<file path="src/rtl/idt_clk_prog.sv">
// Serial programming controller for the IDT clock synthesizer:
// shifts a 24-bit word out over SCLK/DATA, strobes it, then waits for PLL settling.
module idt_clk_prog #(
    parameter int          DIV           = 5,
    parameter int          STROBE_CYCLES = 10,
    parameter int          SETTLE_CYCLES = 100000,
    parameter bit          AUTO_START    = 1'b1,
    parameter logic [23:0] INIT_WORD     = 24'h000000
) (
    input  logic        osc_clk,
    input  logic        osc_reset_,
    input  logic        cfg_valid,
    input  logic [23:0] cfg_word,
    output logic        cfg_ready,
    output logic        busy,
    output logic        done,
    output logic [23:0] cur_word,
    output logic        idt_sclk,
    output logic        idt_data,
    output logic        idt_strobe
);

    localparam int M1   = (DIV > STROBE_CYCLES) ? DIV : STROBE_CYCLES;
    localparam int MAXC = (M1 > SETTLE_CYCLES) ? M1 : SETTLE_CYCLES;
    localparam int CW   = $clog2(MAXC + 1);

    localparam logic [CW-1:0] DIV_LD = CW'(DIV - 1);
    localparam logic [CW-1:0] STB_LD = CW'(STROBE_CYCLES - 1);
    localparam logic [CW-1:0] SET_LD = CW'(SETTLE_CYCLES - 1);
    // Auto-start holds SHIFT_LO one extra cycle so the reset period acts as T0.
    localparam logic [CW-1:0] RST_CNT = AUTO_START ? CW'(DIV) : '0;

    typedef enum logic [2:0] {
        IDLE,
        SHIFT_LO,
        SHIFT_HI,
        STROBE,
        SETTLE
    } state_t;

    localparam state_t RST_ST = AUTO_START ? SHIFT_LO : IDLE;
    localparam logic   RST_DATA = AUTO_START ? INIT_WORD[23] : 1'b0;

    state_t        state;
    logic [CW-1:0] cnt;
    logic [23:0]   shift;
    logic [23:0]   word;
    logic [4:0]    bitcnt;

    assign busy      = (state != IDLE);
    assign cfg_ready = (state == IDLE);

    always_ff @(posedge osc_clk or negedge osc_reset_) begin
        if (!osc_reset_) begin
            state      <= RST_ST;
            cnt        <= RST_CNT;
            shift      <= INIT_WORD;
            word       <= INIT_WORD;
            bitcnt     <= '0;
            cur_word   <= '0;
            done       <= 1'b0;
            idt_sclk   <= 1'b0;
            idt_data   <= RST_DATA;
            idt_strobe <= 1'b0;
        end else begin
            done <= 1'b0;
            case (state)
                IDLE: begin
                    if (cfg_valid) begin
                        state    <= SHIFT_LO;
                        cnt      <= DIV_LD;
                        shift    <= cfg_word;
                        word     <= cfg_word;
                        bitcnt   <= '0;
                        idt_sclk <= 1'b0;
                        idt_data <= cfg_word[23];
                    end
                end
                SHIFT_LO: begin
                    if (cnt != '0) begin
                        cnt <= cnt - 1'b1;
                    end else begin
                        state    <= SHIFT_HI;
                        cnt      <= DIV_LD;
                        idt_sclk <= 1'b1;
                    end
                end
                SHIFT_HI: begin
                    if (cnt != '0) begin
                        cnt <= cnt - 1'b1;
                    end else if (bitcnt == 5'd23) begin
                        state      <= STROBE;
                        cnt        <= STB_LD;
                        idt_sclk   <= 1'b0;
                        idt_data   <= 1'b0;
                        idt_strobe <= 1'b1;
                        cur_word   <= word;
                    end else begin
                        state    <= SHIFT_LO;
                        cnt      <= DIV_LD;
                        shift    <= {shift[22:0], 1'b0};
                        bitcnt   <= bitcnt + 1'b1;
                        idt_sclk <= 1'b0;
                        idt_data <= shift[22];
                    end
                end
                STROBE: begin
                    if (cnt != '0) begin
                        cnt <= cnt - 1'b1;
                    end else begin
                        state      <= SETTLE;
                        cnt        <= SET_LD;
                        idt_strobe <= 1'b0;
                    end
                end
                SETTLE: begin
                    if (cnt != '0) begin
                        cnt <= cnt - 1'b1;
                    end else begin
                        state <= IDLE;
                        done  <= 1'b1;
                    end
                end
                default: state <= IDLE;
            endcase
        end
    end

endmodule

</file>
<file path="config.mk">
export PLATFORM = sky130hd
export DESIGN_NAME = idt_clk_prog
export DESIGN_NICKNAME = d
export VERILOG_FILES = /design/src/rtl/idt_clk_prog.sv
export SDC_FILE = /design/constraint.sdc
export NUM_CORES = 1
export LEC_CHECK = 0
export BUFFER_PORTS_ARGS = -buffer_cell sky130_fd_sc_hd__buf_2
export CAP_MARGIN = 20
export CORE_ASPECT_RATIO = 0.9
export CORE_MARGIN = 1.5
export CORE_UTILIZATION = 62
export DETAILED_ROUTE_END_ITERATION = 12
export GPL_ROUTABILITY_DRIVEN = 0
export GPL_TIMING_DRIVEN = 0
export PLACE_DENSITY = 0.81
export SETUP_SLACK_MARGIN = 0.4
export SYNTH_ARGS = -nofsm -noshare
export SYNTH_HDL_FRONTEND = slang
export SYNTH_SLANG_ARGS = --single-unit
</file>
<file path="constraint.sdc">
create_clock -name osc_clk -period 4 [get_ports osc_clk]
set_clock_uncertainty 0.2 [all_clocks]
set_input_delay 0.2 -clock osc_clk [delete_from_list [all_inputs] [get_ports osc_clk]]
set_output_delay 0.2 -clock osc_clk [all_outputs]
set_load 0.01 [all_outputs]
</file>
==> flow_metrics.env, run 1 <==
export IMPL_synth_top_cell_area_share_pct=52.2
export IMPL_reg2reg_depth=9
export IMPL_timing_worst_slew_pin_value_ns=0.738
export IMPL_fin_util_pct=76.9
export IMPL_ys_ff_latch=100
export IMPL_path_class="reg2reg"
export IMPL_fin_area_um2=5500
export IMPL_start_kind="flip-flop"
export IMPL_synth_area_top_cells="dfrtp_1, mux2_2, mux2i_1"
export IMPL_core_um2=7150
export IMPL_num_antenna_cells=0
export IMPL_start_util_pct=65.1
export IMPL_grt_usage_pct=27.6
export IMPL_internal_power_mw=1.40
export IMPL_fmax_mhz=337
export IMPL_post_cts_buffers=0
export IMPL_dr_wl_met3_um=609
export IMPL_hold_depth=4
export IMPL_seq_power_share_pct=59.7
export IMPL_cts_tree="built"
export IMPL_netSwitchingPower_mw=0.517
export IMPL_die_x_um=94.3
export IMPL_layout_commonest_cell="dfrtp_1"
export IMPL_ys_seq_area_share_pct=53.9
export IMPL_end_kind="flip-flop"
export IMPL_synth_edf_count=0
export IMPL_vias_per_cell=6.01
export IMPL_grt_pass1_vias=3684
export IMPL_layout_common_cells="dfrtp_1, buf_2, mux2_2"
export IMPL_fin_nets=532
export IMPL_ys_flop_type="dfrtp_1"
export IMPL_grt_max_degree=57
export IMPL_ir_drop_uv=249
export IMPL_netSwitchingFraction_pct=26.9
export IMPL_syn_nets=439
export IMPL_worstPathRequired_ns=4.06
export IMPL_post_drt_wl_per_cell_um=16.8
export IMPL_final_setup_viol_count=0
export IMPL_netlist_top_cell_by_area="dfrtp_1"
export IMPL_ff2ff_setup_slack_ns=1.04
export IMPL_post_dp_cell_area_um2=5070
export IMPL_synth_area_per_cell_um2=11.3
export IMPL_hold_path_endpoint="idt_sclk"
export IMPL_route_detailed_drc=0
export IMPL_p_leak_nw=2.53
export IMPL_worstPathArrival_ns=3.02
export IMPL_netlist_area_um2=4650
export IMPL_wl_met1_um=4310
export IMPL_path_clk_slew_ns=0.09
export IMPL_final_hold_viol_count=0
export IMPL_ys_types=54
export IMPL_dr_pass1_iters=5
export IMPL_fin_crit_sh_pct=74.1
export IMPL_r2r_end="cur_word[7]"
export IMPL_p_per_area_nw_per_um2=349
export IMPL_cts_root_buf="clkbuf_8"
export IMPL_drt_total_wl_um=10100
export IMPL_cts_made_buffers=9
export IMPL_dp_hpwl_um=7060
export IMPL_die_area_um2=8030
export IMPL_r2r_start="cnt[1]"
export IMPL_fillers=468
export IMPL_htreeDepth=3
export IMPL_io_buffers=56
export IMPL_dr_wl_met2_um=4980
export IMPL_whs_ns=0.0671
export IMPL_clock_sinks=100
export IMPL_maxCapViolCount=0
export IMPL_critical_path_max_fanout=10
export IMPL_cts_hold_buf=25
export IMPL_io_pins=57
export IMPL_grt_ovfl_total=0
export IMPL_maxSlewViolCount=0
export IMPL_clk_latency_ns=0.37
export IMPL_drtIter0Drc=169
export IMPL_area_delta_synth_final_pct=18.3
export IMPL_relSlewSlack_pct=50.8
export IMPL_vias=3608
export IMPL_fp_row_count=29
export IMPL_cts_path_max_buffers=2
export IMPL_fin_setup_tns_ns=0
export IMPL_status="finished, final reports clean"
export IMPL_hold_start="cfg_valid"
export IMPL_grt_antenna_before_repair=0
export IMPL_drive_above_1_share_pct=28.0
export IMPL_syn_inst=410
export IMPL_hp_class="in2reg"
export IMPL_p_comb_share_pct=8.9
export IMPL_top_layer="met4"
export IMPL_ant_nets=0
export IMPL_cts_resized=0
export IMPL_synth_async_reset_ratio_pct=100
export IMPL_grt_pass1_wl_um=17300
export IMPL_yosys_warnings=0
export IMPL_clkPwrFrac_pct=31.3
export IMPL_die_h_um=85.2
export IMPL_period_needed_ns=2.96
export IMPL_rsz0062_at_grt="false"
==> cell type report <==
cell class,count,area (um^2),area share (%)
multi-input combinational,280,2010,36.5
sequential,100,2510,45.6
buffer,23,110,2.00
timing repair buffer,82,553,10.1
clock buffer,9,124,2.25
tap,93,116,2.12
inverter,7,26.3,0.478
clock inverter,6,56.3,1.02
==> logic make-up after synthesis <==
family	after synthesis	synth area share, %
muxes	74	17.4
xor gates and xnor gates	11	2.07
and+or+nand+nor	114	12.9
adders and majority gates	3	0.753
DFF	100	53.9
AOI/OAI and AO/OA	78	10.1
buffers and inverters	30	2.93
==> stage by stage <==
step           instances  power [mW]  setup slack, ns
5_1_grt              600        2.01            0.858
4_1_cts              600        1.93             1.05
2_1_floorplan        410        1.24             1.37
6_report             600        1.92             1.04
3_3_place_gp         559        1.30             1.09
3_5_place_dp         560        1.32             1.07
==> synthesized netlist by cell type, types with 2 or more instances <==
cell type / count
nand2_1: 17
buf_2: 10
ha_1: 2
inv_1: 6
dfstp_2: 3
nor3_1: 12
a31oi_1: 3
or2_2: 2
xor2_1: 3
nand3_1: 6
a32oi_1: 2
nor4b_1: 2
dfrtp_1: 97
a22o_1: 6
xnor2_1: 8
mux2i_1: 24
clkbuf_1: 10
nor4_1: 7
a211oi_1: 2
mux2_2: 49
nor2_1: 39
a21oi_1: 34
and3_1: 3
nand4_1: 2
a211o_1: 2
a21o_1: 3
nor3b_1: 3
nor2b_1: 4
o21ai_0: 17
o211ai_1: 3
or4_1: 4
and2_1: 2
or3_1: 2
==> worst max-delay path, cell delays in order (launching register included) <==
cell and delay (ns):
dfrtp_1 0.43, inv_1 0.09, ha_1 0.21, or3b_1 0.35, buf_2 0.17, nor4_4 0.24, and3_1 0.30, nand3_2 0.24
buf_2 0.32, mux2_2 0.30
==> state kept, by name, summed over array words and instances, names as in the netlist <==
signal,flops
done,1
idt_data,1
word,24
state,3
cur_word,24
idt_strobe,1
shift,23
cnt,17
idt_sclk,1
bitcnt,5
==> power by group through the flow <==
| stage | Combinational [mW] | Clock (mW) | Sequential [mW] |
|---|---|---|---|
| global placement | 0.144 | 0 | 1.16 |
| finish | 0.171 | 0.601 | 1.15 |
| CTS | 0.173 | 0.615 | 1.14 |
| global route | 0.193 | 0.660 | 1.16 |
| floorplan | 0.0977 | 0 | 1.14 |
| detailed placement | 0.154 | 0 | 1.16 |
==> worst max-delay path by stage <==
stage | from | endpoint | slack [ns] | cells past startpoint
detailed placement | cnt[1] | cur_word[17] | 1.07 | 9
CTS | cnt[1] | cur_word[8] | 1.05 | 9
finish | cnt[1] | cur_word[7] | 1.04 | 9
global placement | cnt[1] | cur_word[12] | 1.09 | 9
global route | cnt[8] | cnt[6] | 0.86 | 8
floorplan | cnt[1] | idt_data | 1.37 | 10
==> layer usage <==
metal	vias to the layer above	global-route usage [%]
li1	1660	-
met1	1806	35.9
met2	122	45.1
met3	20	6.45
met4	0	10.6
met5	-	0
(Power assumes the default switching activity.)
==> run 2: changes to the inputs <==
ABC_AREA = 1   (was unset)
CORE_UTILIZATION = 59   (was 62)
PLACE_DENSITY = 0.77   (was 0.81)
clock period = 3.1 ns   (was 4 ns; I/O delays follow)
==> run 2 against run 1 <==
Effect of this change:
- sequential share of layout area decreased by 3.5 points
- power increased to 2.7 times the previous value
- sequential power increased by 70%
- fmax increased by 30%
- worst hold slack got worse by 0.0043 ns
- combinational power increased to 13 times the previous value
- area after synthesis increased by 8.3%
- critical path type unchanged
- largest power group is now combinational cells
==> flow_metrics.env, run 2 <==
export IMPL_status="finished, final reports clean"
export IMPL_syn_inst=609
export IMPL_drt_total_wl_um=11600
export IMPL_fmax_mhz=439
export IMPL_wl_met1_um=5490
export IMPL_ys_seq_area_share_pct=49.7
export IMPL_path_class="reg2reg"
export IMPL_timing_worst_slew_pin_value_ns=0.617
export IMPL_hp_class="in2reg"
export IMPL_core_um2=8180
export IMPL_fin_util_pct=72.9
export IMPL_post_drt_wl_per_cell_um=14.1
export IMPL_fp_row_count=31
export IMPL_end_kind="flip-flop"
export IMPL_die_x_um=100
export IMPL_path_clk_slew_ns=0.10
export IMPL_drive_above_1_share_pct=22.9
export IMPL_layout_common_cells="nand2_1, dfrtp_1, inv_1"
export IMPL_final_hold_viol_count=0
export IMPL_grt_pass1_wl_um=19600
export IMPL_drtIter0Drc=237
export IMPL_ys_flop_type="dfrtp_1"
export IMPL_clk_latency_ns=0.37
export IMPL_cts_path_max_buffers=2
export IMPL_final_setup_viol_count=0
export IMPL_grt_max_degree=56
export IMPL_area_delta_synth_final_pct=18.4
export IMPL_clock_sinks=100
export IMPL_fin_nets=731
export IMPL_p_per_area_nw_per_um2=861
export IMPL_route_detailed_drc=0
export IMPL_htreeDepth=3
export IMPL_layout_commonest_cell="nand2_1"
export IMPL_grt_antenna_before_repair=0
export IMPL_fin_crit_sh_pct=73.4
export IMPL_die_h_um=90.7
export IMPL_ant_nets=0
export IMPL_io_buffers=56
export IMPL_synth_area_top_cells="dfrtp_1, nand2_1, inv_1"
export IMPL_cts_resized=0
export IMPL_top_layer="met4"
export IMPL_cts_hold_buf=25
export IMPL_synth_async_reset_ratio_pct=100
export IMPL_ys_ff_latch=100
export IMPL_synth_top_cell_area_share_pct=48.2
export IMPL_post_cts_buffers=0
export IMPL_start_kind="flip-flop"
export IMPL_largest_registers="cur_word x24, word x24, shift x23"
export IMPL_synthTopCellsByCount="nand2_1, dfrtp_1, inv_1"
export IMPL_dp_cells=781
export IMPL_cts_root_buf="clkbuf_8"
export IMPL_fin_setup_tns_ns=0
export IMPL_rsz0062_at_grt="false"
export IMPL_grt_usage_pct=27.6
export IMPL_p_leak_nw=3.50
export IMPL_dp_hpwl_um=8110
export IMPL_syn_nets=638
export IMPL_cts_tree="built"
export IMPL_dr_wl_met3_um=728
export IMPL_dr_wl_met2_um=5170
export IMPL_grt_ovfl_total=0
export IMPL_netlist_area_um2=5040
export IMPL_num_antenna_cells=0
export IMPL_vias_per_cell=5.13
export IMPL_worstPathArrival_ns=2.39
export IMPL_yosys_warnings=0
export IMPL_netlist_top_cell_by_area="dfrtp_1"
export IMPL_die_area_um2=9100
export IMPL_start_util_pct=61.6
export IMPL_critical_path_max_fanout=10
export IMPL_period_needed_ns=2.28
export IMPL_grt_pass1_vias=4114
export IMPL_ys_types=35
export IMPL_yosysMostFrequentCell="nand2_1"
export IMPL_vias=4216
export IMPL_io_pins=57
export IMPL_ir_drop_uv=597
export IMPL_cts_made_buffers=9
export IMPL_dr_pass1_iters=5
export IMPL_maxSlewViolCount=0
export IMPL_synth_edf_count=0
export IMPL_maxCapViolCount=0
export IMPL_worstPathRequired_ns=3.21
export IMPL_final_cells=822
export IMPL_relSlewSlack_pct=58.8
export IMPL_synth_area_per_cell_um2=8.27
run 2: changes by cell type after synthesis, sizes merged, moves of 24 or more:
cell   previous run  this run
a21oi            34         4
inv               6        85
mux2             50         0
mux2i            24         0
nand2            17       206
o21ai            17        84
run 2: final timing paths:
check / from / end / slack, ns / cells past startpoint
max in group asynchronous: osc_reset_ / state[0] / 1.84 / 3
min in group asynchronous: osc_reset_ / word[11] / 0.13 / 2
min reg2reg: cnt[16] / cnt[16] / 0.28 / 2
min: cfg_valid / state[0] / 0.06 / 4
max: cnt[0] / cnt[14] / 0.82 / 10
max reg2reg: cnt[0] / cnt[14] / 0.82 / 10
run 2: area by class of cell:
class	count	area [um^2]
inverter	85	324
clock inverter	7	96.3
fill	635	2220
buffer	20	160
clock buffer	9	124
tap	115	144
timing repair buffer	82	561
sequential	100	2510
multi-input combinational	404	2050
run 2: cells by family (layout without fill, tap and decap cells):
kind of cell	Yosys count	in the layout	share of synthesized area [%]
buffers and inverters	105	203	9.61
adders and majority gates	2	2	0.497
DFF	100	100	49.7
and+or+nand+nor	294	294	27.0
xor gates and xnor gates	12	12	2.09
AOI/OAI and AO/OA	96	96	11.1
run 2: metal layers:
metal  vias to the layer above  GRT usage (%)
met4                         0           8.80
li1                       2075              -
met2                       154           41.7
met1                      1964           39.5
met3                        23           6.50
met5                         -              0
run 2: where the power goes:
group	switching, mW	total [mW]	internal [mW]	leakage [nW]
clock	0.496	0.890	0.394	0.106
sequential	0.239	1.95	1.72	1.30
combinational	1.49	2.29	0.800	2.09
run 2: critical path, stage by stage (launching register included):
cell	delay, ns
dfstp_2	0.53
inv_1	0.09
ha_1	0.29
nand2_4	0.13
nor2_8	0.07
nand3_4	0.14
nand2_2	0.09
a21oi_4	0.32
buf_6	0.20
nand3_1	0.09
nand2_1	0.06
run 2: through the flow:
| step | cell area [um^2] | total power [mW] | hold WS, ns | setup WS (ns) |
|---|---|---|---|---|
| 4_1_cts | 5960 | 5.13 | 0.0359 | 0.845 |
| 6_report | 5960 | 5.14 | 0.0627 | 0.823 |
| 2_1_floorplan | 5040 | 3.67 | -0.341 | 1.11 |
| 3_3_place_gp | 5460 | 4.10 | 0.174 | 0.672 |
| 3_5_place_dp | 5490 | 4.20 | 0.00506 | 0.872 |
| 5_1_grt | 5960 | 5.52 | 0.0763 | 0.737 |
==> run 3: changes to the inputs <==
clock period = 2.34 ns   (was 3.1 ns; I/O delays follow)
==> run 3 against run 2 <==
Effect of this change:
- fmax grew 15%
- largest power group unchanged
- die area is the same
- critical path type unchanged
- utilization grew 5.1 points
- count of clock-buffer cells in the layout grew 1
- highest routed layer unchanged
- via count grew 5.9%
- global-route usage grew 0.89 points
- first-iteration DRC count grew 7.6%
- sequential share of layout area shrank 2.7 points
- largest cell class unchanged
- wire length grew 10%
==> flow_metrics.env, run 3 (synthesized netlist as in run 2, its figures left out) <==
export IMPL_worstPathRequired_ns=2.40
export IMPL_maxSlewViolCount=0
export IMPL_post_drt_wl_per_cell_um=15.0
export IMPL_start_util_pct=61.6
export IMPL_final_cells=854
export IMPL_dr_wl_met2_um=5960
export IMPL_layout_commonest_cell="nand2_1"
export IMPL_path_buf_inv=3
export IMPL_netSwitchingFraction_pct=43.8
export IMPL_fillers=547
export IMPL_relSlewSlack_pct=68.4
export IMPL_grt_usage_pct=28.5
export IMPL_io_pins=57
export IMPL_fin_crit_sh_pct=84.8
export IMPL_grt_pass1_wl_um=20200
export IMPL_cp_slowest_stage_delay_ns=0.43
export IMPL_cts_tree="built"
export IMPL_status="finished, final reports clean"
export IMPL_crit_family="simple AND/OR/NAND/NOR gates"
export IMPL_netSwitchingPower_mw=3.15
export IMPL_clkPwrFrac_pct=15.1
export IMPL_dr_pass1_iters=5
export IMPL_wl_met1_um=5700
export IMPL_fin_ws_ns=0.355
export IMPL_p_per_area_nw_per_um2=1130
export IMPL_ff2ff_setup_slack_ns=0.35
export IMPL_start_kind="flip-flop"
export IMPL_fin_util_pct=77.9
export IMPL_dp_hpwl_um=8060
export IMPL_worstPathArrival_ns=2.04
export IMPL_final_hold_viol_count=0
export IMPL_p_total_mw=7.21
export IMPL_path_class="reg2reg"
export IMPL_maxCapViolCount=0
export IMPL_route_detailed_drc=0
export IMPL_cts_path_max_buffers=2
export IMPL_grt_ovfl_total=0
export IMPL_p_comb_share_pct=48.6
export IMPL_top_layer="met4"
export IMPL_die_h_um=90.7
export IMPL_fmax_mhz=504
export IMPL_fp_row_count=31
export IMPL_end_kind="flip-flop"
export IMPL_htreeDepth=3
export IMPL_vias=4465
export IMPL_final_setup_viol_count=0
export IMPL_grt_max_degree=67
export IMPL_grt_pass1_vias=4274
export IMPL_drive_above_1_share_pct=30.6
export IMPL_clock_sinks=100
export IMPL_seq_power_share_pct=36.4
export IMPL_die_x_um=100
export IMPL_p_leak_nw=3.67
export IMPL_cp_slowest_cell="dfrtp_1"
export IMPL_rsz0062_at_grt="true"
export IMPL_layout_common_cells="nand2_1, dfrtp_1, inv_1"
export IMPL_vias_per_cell=5.23
export IMPL_cts_made_buffers=9
export IMPL_worstPathCellList="nor2_2, nand2_2, nor2_4, nand3_4, nor2_8, inv_8, buf_12, o21ai_1, inv_1"
export IMPL_largest_registers="cur_word x24, word x24, shift x23"
export IMPL_critical_path_max_fanout=8
export IMPL_io_buffers=56
export IMPL_ir_drop_uv=808
export IMPL_dp_cells=781
export IMPL_drtIter0Drc=255
export IMPL_die_area_um2=9100
export IMPL_timing_worst_slew_pin_value_ns=0.474
export IMPL_place_ws_ns=0.164
export IMPL_hp_class="in2async"
export IMPL_ant_nets=0
export IMPL_path_clk_slew_ns=0.10
export IMPL_internal_power_mw=4.05
export IMPL_dr_wl_met3_um=811
export IMPL_core_um2=8180
export IMPL_grt_antenna_before_repair=1
export IMPL_cts_root_buf="clkbuf_8"
export IMPL_area_delta_synth_final_pct=26.6
export IMPL_drt_total_wl_um=12800
export IMPL_fin_setup_tns_ns=0
export IMPL_fin_nets=762
export IMPL_clk_latency_ns=0.37
export IMPL_period_needed_ns=1.99
[run 3: cell types whose count changed in the layout (fill, tap and decap cells not counted), moves of 3 or more]
cell	previous run	this run
inv_8	0	3
buf_4	2	30
nor2_4	5	10
dfrtp_1	97	93
buf_2	60	57
o21ai_2	13	27
nand2_1	195	192
nor2_1	21	16
dfrtp_2	0	4
o21ai_1	37	23
[run 3: power by group through the flow]
| stage | Combinational (mW) | Clock (mW) | Sequential, mW |
|---|---|---|---|
| 2_1_floorplan | 2.33 | 0 | 2.53 |
| 3_3_place_gp | 2.84 | 0 | 2.58 |
| 3_5_place_dp | 2.96 | 0 | 2.61 |
| 4_1_cts | 3.18 | 1.08 | 2.59 |
| 5_1_grt | 3.88 | 1.17 | 2.68 |
| 6_report | 3.50 | 1.09 | 2.62 |
[run 3: final timing paths]
| check | to | start | cells after the start |
|---|---|---|---|
| max | cur_word[10] | cnt[11] | 9 |
| min | cur_word[13] | osc_reset_ | 2 |
| max reg2reg | cur_word[10] | cnt[11] | 9 |
| min reg2reg | idt_strobe | idt_strobe | 2 |
| max in group asynchronous | state[0] | osc_reset_ | 3 |
| min in group osc_clk | idt_strobe | idt_strobe | 2 |
[run 3: what timing repair did]
action                                  in CTS  in global routing
hold buffers                                25                  1
hold endpoints to repair                   147                  1
cloned                                       2                  1
endpoints found under the setup margin      75                 87
resized for setup                           12                 46
pin swaps                                    7                 11
setup buffers                               11                 16
[run 3: through the flow]
stage | hold slack (ns) | area (um^2)
detailed placement | -0.0935 | 5500
CTS | 0.00923 | 6080
floorplan | -0.379 | 5040
global placement | 0.135 | 5470
finish | 0.0369 | 6380
global route | 0.0742 | 6380
[run 3: layout make-up]
type	instances	area [um^2]	share of cell area, %
multi-input combinational	405	2200	34.5
clock inverter	6	56.3	0.883
tap	115	144	2.26
buffer	20	183	2.86
inverter	85	337	5.28
sequential	100	2510	39.4
clock buffer	10	138	2.16
timing repair buffer	112	810	12.7
antenna	1	2.50	0.0392
[run 3: metal layers]
layer / global-route usage [%] / vias up
met5: 0 / -
met2: 44.4 / 169
met4: 8.69 / 0
met3: 6.66 / 32
met1: 39.7 / 2120
li1: - / 2144
